$ cat config.mk
export PLATFORM = sky130hd
export DESIGN_NAME = host_reg_writer
export DESIGN_NICKNAME = d
export VERILOG_FILES = /design/src/rtl/opl3_reg_wr_pkg.sv /design/src/rtl/host_reg_writer.sv
export SDC_FILE = /design/constraint.sdc
export NUM_CORES = 1
export LEC_CHECK = 0
export BUFFER_PORTS_ARGS = -buffer_cell sky130_fd_sc_hd__buf_2
export CORE_ASPECT_RATIO = 1.25
export CORE_MARGIN = 3
export CORE_UTILIZATION = 45
export CTS_CLUSTER_SIZE = 28
export DETAILED_ROUTE_END_ITERATION = 8
export PLACE_DENSITY = 0.72
export SLEW_MARGIN = 20
export SYNTH_ARGS = -nofsm -noshare
export SYNTH_HDL_FRONTEND = slang
export SYNTH_SLANG_ARGS = --single-unit
$ cat constraint.sdc
create_clock -name clk -period 7.9 [get_ports clk]
set_input_delay 1.975 -clock clk [delete_from_list [all_inputs] [get_ports clk]]
set_output_delay 1.975 -clock clk [all_outputs]
set_load 0.005 [all_outputs]
$ cat src/rtl/opl3_reg_wr_pkg.sv
// rtl/opl3_reg_wr_pkg.sv - register-write record shared by the OPL3 register-snooping blocks
package opl3_reg_wr_pkg;

  typedef struct packed {
    logic       valid;
    logic       bank_num;
    logic [7:0] address;
    logic [7:0] data;
  } opl3_reg_wr_t;

endpackage

$ cat src/rtl/host_reg_writer.sv
// rtl/host_reg_writer.sv - OPL3 host bus to opl3_reg_wr bridge with write FIFO and issue spacing
// Optional OPL2 bank aliasing: HOST_REG_WRITER_OPL2_COMPAT_EN
module host_reg_writer
  import opl3_reg_wr_pkg::*;
#(
  parameter int FIFO_DEPTH = 8,
  parameter int WR_SPACING = 4
) (
  input  logic         clk,
  input  logic         reset,
  input  logic         host_wr,
  input  logic         host_rd,
  input  logic [1:0]   host_addr,
  input  logic [7:0]   host_din,
  output logic [7:0]   host_dout,
  output logic         host_busy,
  output opl3_reg_wr_t opl3_reg_wr
);

  localparam int PW = $clog2(FIFO_DEPTH);
  localparam int CW = (WR_SPACING > 1) ? $clog2(WR_SPACING) : 1;
  localparam logic [CW-1:0] SPACE_LOAD = CW'(WR_SPACING - 1);
  localparam logic [PW:0]   DEPTH_C    = (PW+1)'(FIFO_DEPTH);

  typedef enum logic [1:0] {S_IDLE, S_ISSUE, S_HOLD} state_t;

  state_t       r_state;
  state_t       w_next;
  logic [16:0]  r_mem [FIFO_DEPTH];
  logic [PW-1:0] r_wptr;
  logic [PW-1:0] r_rptr;
  logic [PW:0]  r_count;
  logic [7:0]   r_addr_latch;
  logic         r_bank_latch;
  logic         r_ovf;
  logic [CW-1:0] r_space;
  logic [7:0]   r_dout;
  opl3_reg_wr_t r_out;

  logic         w_empty;
  logic         w_full;
  logic         w_push_req;
  logic         w_push;
  logic         w_drop;
  logic         w_issue;
  logic         w_space_dec;
  logic         w_bank_out;
  logic [16:0]  w_head;

  assign w_empty    = (r_count == '0);
  assign w_full     = (r_count == DEPTH_C);
  assign w_head     = r_mem[r_rptr];
  assign w_push_req = host_wr & host_addr[0];
  // A pop in the same cycle frees the slot, so a full FIFO still accepts the push
  assign w_push     = w_push_req & (~w_full | w_issue);
  assign w_drop     = w_push_req & ~w_push;

  always_ff @(posedge clk or posedge reset) begin
    if (reset) r_state <= S_IDLE;
    else       r_state <= w_next;
  end

  always_comb begin
    w_next = r_state;
    case (r_state)
      S_IDLE:  if (!w_empty) w_next = S_ISSUE;
      S_ISSUE: begin
        if (WR_SPACING > 1) w_next = S_HOLD;
        else                w_next = w_empty ? S_IDLE : S_ISSUE;
      end
      S_HOLD:  if (r_space == CW'(1)) w_next = w_empty ? S_IDLE : S_ISSUE;
      default: w_next = S_IDLE;
    endcase
  end

  // The pulse is registered on the edge that enters ISSUE, giving write-to-valid latency of 2
  always_comb begin
    w_issue     = (w_next == S_ISSUE);
    w_space_dec = (r_state == S_HOLD);
  end

`ifdef HOST_REG_WRITER_OPL2_COMPAT_EN
  logic r_new;
  logic w_is_new_reg;
  logic w_is_bank1_ctl;

  assign w_is_bank1_ctl = (w_head[15:8] == 8'h04) || (w_head[15:8] == 8'h05);
  assign w_is_new_reg   = w_head[16] && (w_head[15:8] == 8'h05);
  assign w_bank_out     = w_head[16] && (r_new || w_is_bank1_ctl);

  always_ff @(posedge clk or posedge reset) begin
    if (reset)                         r_new <= 1'b0;
    else if (w_issue && w_is_new_reg)  r_new <= w_head[0];
  end
`else
  assign w_bank_out = w_head[16];
`endif

  always_ff @(posedge clk) begin
    if (w_push) r_mem[r_wptr] <= {r_bank_latch, r_addr_latch, host_din};
  end

  always_ff @(posedge clk or posedge reset) begin
    if (reset) begin
      r_wptr       <= '0;
      r_rptr       <= '0;
      r_count      <= '0;
      r_addr_latch <= 8'h00;
      r_bank_latch <= 1'b0;
      r_ovf        <= 1'b0;
      r_space      <= '0;
      r_dout       <= 8'h00;
      r_out        <= '0;
    end else begin
      if (host_wr && !host_addr[0]) begin
        r_addr_latch <= host_din;
        r_bank_latch <= host_addr[1];
      end
      if (w_push)  r_wptr <= r_wptr + PW'(1);
      if (w_issue) r_rptr <= r_rptr + PW'(1);
      case ({w_push, w_issue})
        2'b10:   r_count <= r_count + 1'b1;
        2'b01:   r_count <= r_count - 1'b1;
        default: r_count <= r_count;
      endcase
      // A fresh drop outranks the read-to-clear of the previous overflow
      r_ovf <= w_drop | (r_ovf & ~host_rd);
      if (host_rd) r_dout <= {w_full, r_ovf, w_empty, 5'b0};
      if (w_issue)                          r_space <= SPACE_LOAD;
      else if (w_space_dec && r_space != '0) r_space <= r_space - 1'b1;
      if (w_issue) begin
        r_out.valid    <= 1'b1;
        r_out.bank_num <= w_bank_out;
        r_out.address  <= w_head[15:8];
        r_out.data     <= w_head[7:0];
      end else begin
        r_out.valid    <= 1'b0;
      end
    end
  end

  assign host_dout   = r_dout;
  assign host_busy   = ~w_empty | (r_space != '0);
  assign opl3_reg_wr = r_out;

endmodule

==> metrics.txt <==
CTS H-tree depth 4; final setup fails 0; syn avg cell area 18.5 um^2; io pins between 40 and 50; max-cap violations 0; Hold Path Class reg -> reg; largest net degree at the start of global routing 46; Yosys Warn Count 0; Arr. time, crit path around 1.7 ns; cells after synthesis between 300 and 400; period utilization 0.464; clk_lat worst skew roughly 0.43 ns; CTS tree yes; first-pass GRT wire length between 20,000 and 25,000 um; Yosys cell types 34; crit end category output port; status finished, final reports clean; iteration count of the initial detailed-routing pass 4; Final Hold Viols 0; Cell Pwr Density 359 mW/mm^2; drt drc 0; row cnt 50; core area around 0.015 mm^2; Initial DRC Count approximately 180; CTS Hold Bufs 0; most frequent cells in the layout 136 x edfxtp_1, 44 x dfrtp_1, 35 x buf_2; RSZ-0062 raised after global routing false; ANT nets after route 0; clock root buffer clkbuf_16; Peak VDD IR around 0.00016 V; synthesis-stage register bit count roughly 180; Setup Buffers After CTS 0; Setup CP Type reg -> out; worst hold margin about 0.48 ns; Tmin final 3.67 ns; post-CTS sizing 0; total CTS buffers 17; initial antenna violation count 0; Tot GR Track Use 0.160; CTS clk-pin slew, worst paths approximately 0.06 ns; Seq/Total Area, Yosys 0.738; maximum root-to-sink buffer count 2; Via-to-Cell Ratio 5.23; CTS Sinks between 150 and 200; LEAKAGE approximately 2.9 nW; commonest non-fill, non-tap cell in the layout edfxtp_1; FMAX approximately 270 MHz; DIE WIDTH around 120 um; relative slew slack 0.531; RD Place Congestion roughly 0.75; share of layout cells above drive strength 1 0.291; DIE AREA about 0.017 mm^2; Max FO, Critical Path 5; routed length per instance about 20 um; clock skew 0.00921 ns; drt total wl roughly 13,000 um; vias in the first global route ~3,700; WP data required roughly 6 ns; Worst-Margin Slew ~0.69 ns; Vias 3,402; die height 146 um; n_diodes 0; area grow syn2layout 14.2%; final setup TNS 0 ns; crit start category flip-flop; Congestion Overflow GR 0; Final HPWL DP roughly 7600 um; IO Port Bufs 35; Initial Util 0.465; Max Slew Vio Count 0; Mapped Area ~0.007 mm^2; Layout Nets between 400 and 500
## worst paths after layout
check,start,end,depth (start not counted),slack (ns)
worst max-delay path,r_count[0],host_busy,3,4.23
worst max register to register,r_count[0],r_count[3],12,4.90
min in group asynchronous,reset,r_addr_latch[7],3,1.72
worst min register to register,opl3_reg_wr[4],opl3_reg_wr[4],2,0.48
worst min-delay path,opl3_reg_wr[4],opl3_reg_wr[4],2,0.48
max in group asynchronous,reset,r_rptr[0],3,5.73
## synthesized netlist by cell type, drive strengths merged
cell / number / area, um^2
o31ai: 1 / 12.5
a211oi: 1 / 7.51
o211ai: 1 / 7.51
mux2i: 17 / 170
a21o: 1 / 7.51
dfrtp: 45 / 1130
buf: 17 / 100
or3: 1 / 6.26
conb: 1 / 3.75
nor4b: 1 / 8.76
mux2: 14 / 158
o41ai: 1 / 8.76
edfxtp: 136 / 4080
xnor2: 6 / 52.6
nor2: 10 / 37.5
o21ai: 19 / 95.1
inv: 9 / 36.3
nor3: 3 / 15.0
o22ai: 2 / 12.5
xor2: 3 / 26.3
nor4: 1 / 12.5
a21oi: 3 / 15.0
o31a: 1 / 8.76
clkbuf: 5 / 18.8
ha: 6 / 75.1
fa: 1 / 20.0
nand2: 33 / 124
mux4: 34 / 766
nand2b: 3 / 18.8
nor2b: 3 / 18.8
nand3: 2 / 10.0
## metrics by stage
| step | utilization | power (mW) | std cells | area (um^2) | setup slack, ns |
|---|---|---|---|---|---|
| finish | 0.531 | 2.90 | 651 | 8070 | 4.23 |
| CTS | 0.531 | 2.94 | 651 | 8070 | 4.22 |
| floorplan | - | 1.90 | 385 | 7080 | 3.87 |
| detailed placement | 0.494 | 2.14 | 619 | 7500 | 3.85 |
| global placement | 0.494 | 2.10 | 619 | 7500 | 4.05 |
| global route | 0.531 | 3.08 | 651 | 8070 | 4.07 |
## flip-flops by register name, indices dropped and copies added (netlist names)
register,count
r_mem,136
opl3_reg_wr,18
r_addr_latch,8
r_count,4
host_dout,3
r_rptr,3
r_wptr,3
r_space,2
r_state,2
r_bank_latch,1
r_ovf,1
## area by class of cell
cell class / count / area, um^2
inverters: 9 / 36.3
repair buffers: 48 / 273
clock buffers: 22 / 454
clock inverters: 10 / 108
well taps: 208 / 260
flip-flops and latches: 181 / 5210
multi-input cells: 173 / 1730
fillers: 1181 / 7130
## worst max-delay path, stage by stage, from the launching register on
cell     delay, ns
dfrtp_1       0.44
nor4_2        0.58
nand2_1       0.10
buf_2         0.14
## routing by layer
layer / vias to the layer above / wire, um / global-route usage
met2: 86 / 6620 / 0.270
li1: 1547 / - / -
met1: 1749 / 5280 / 0.199
met3: 20 / 597 / 0.0422
met4: 0 / 227 / 0.0592
met5: - / 0 / 0
## report_power, final
part / switching [mW] / internal [mW] / leakage, nW / total, mW
combinational: 0.435 / 0.383 / 0.902 / 0.817
clock: 0.331 / 0.470 / 0.263 / 0.801
sequential: 0.0869 / 1.19 / 1.77 / 1.28
total: 0.852 / 2.04 / 2.94 / 2.90
## cell families (layout without fill, tap and decap cells)
family	after synthesis	in the layout	synth area share
buf+inv	31	89	0.0220
other cells	1	5	0.000531
flops	181	181	0.738
simple gates	57	57	0.0356
fa+ha+maj	7	7	0.0135
mux	65	65	0.155
xor+xnor	9	9	0.0112
compound gates	30	30	0.0248
Note: power is estimated with default switching activity, not from simulation.
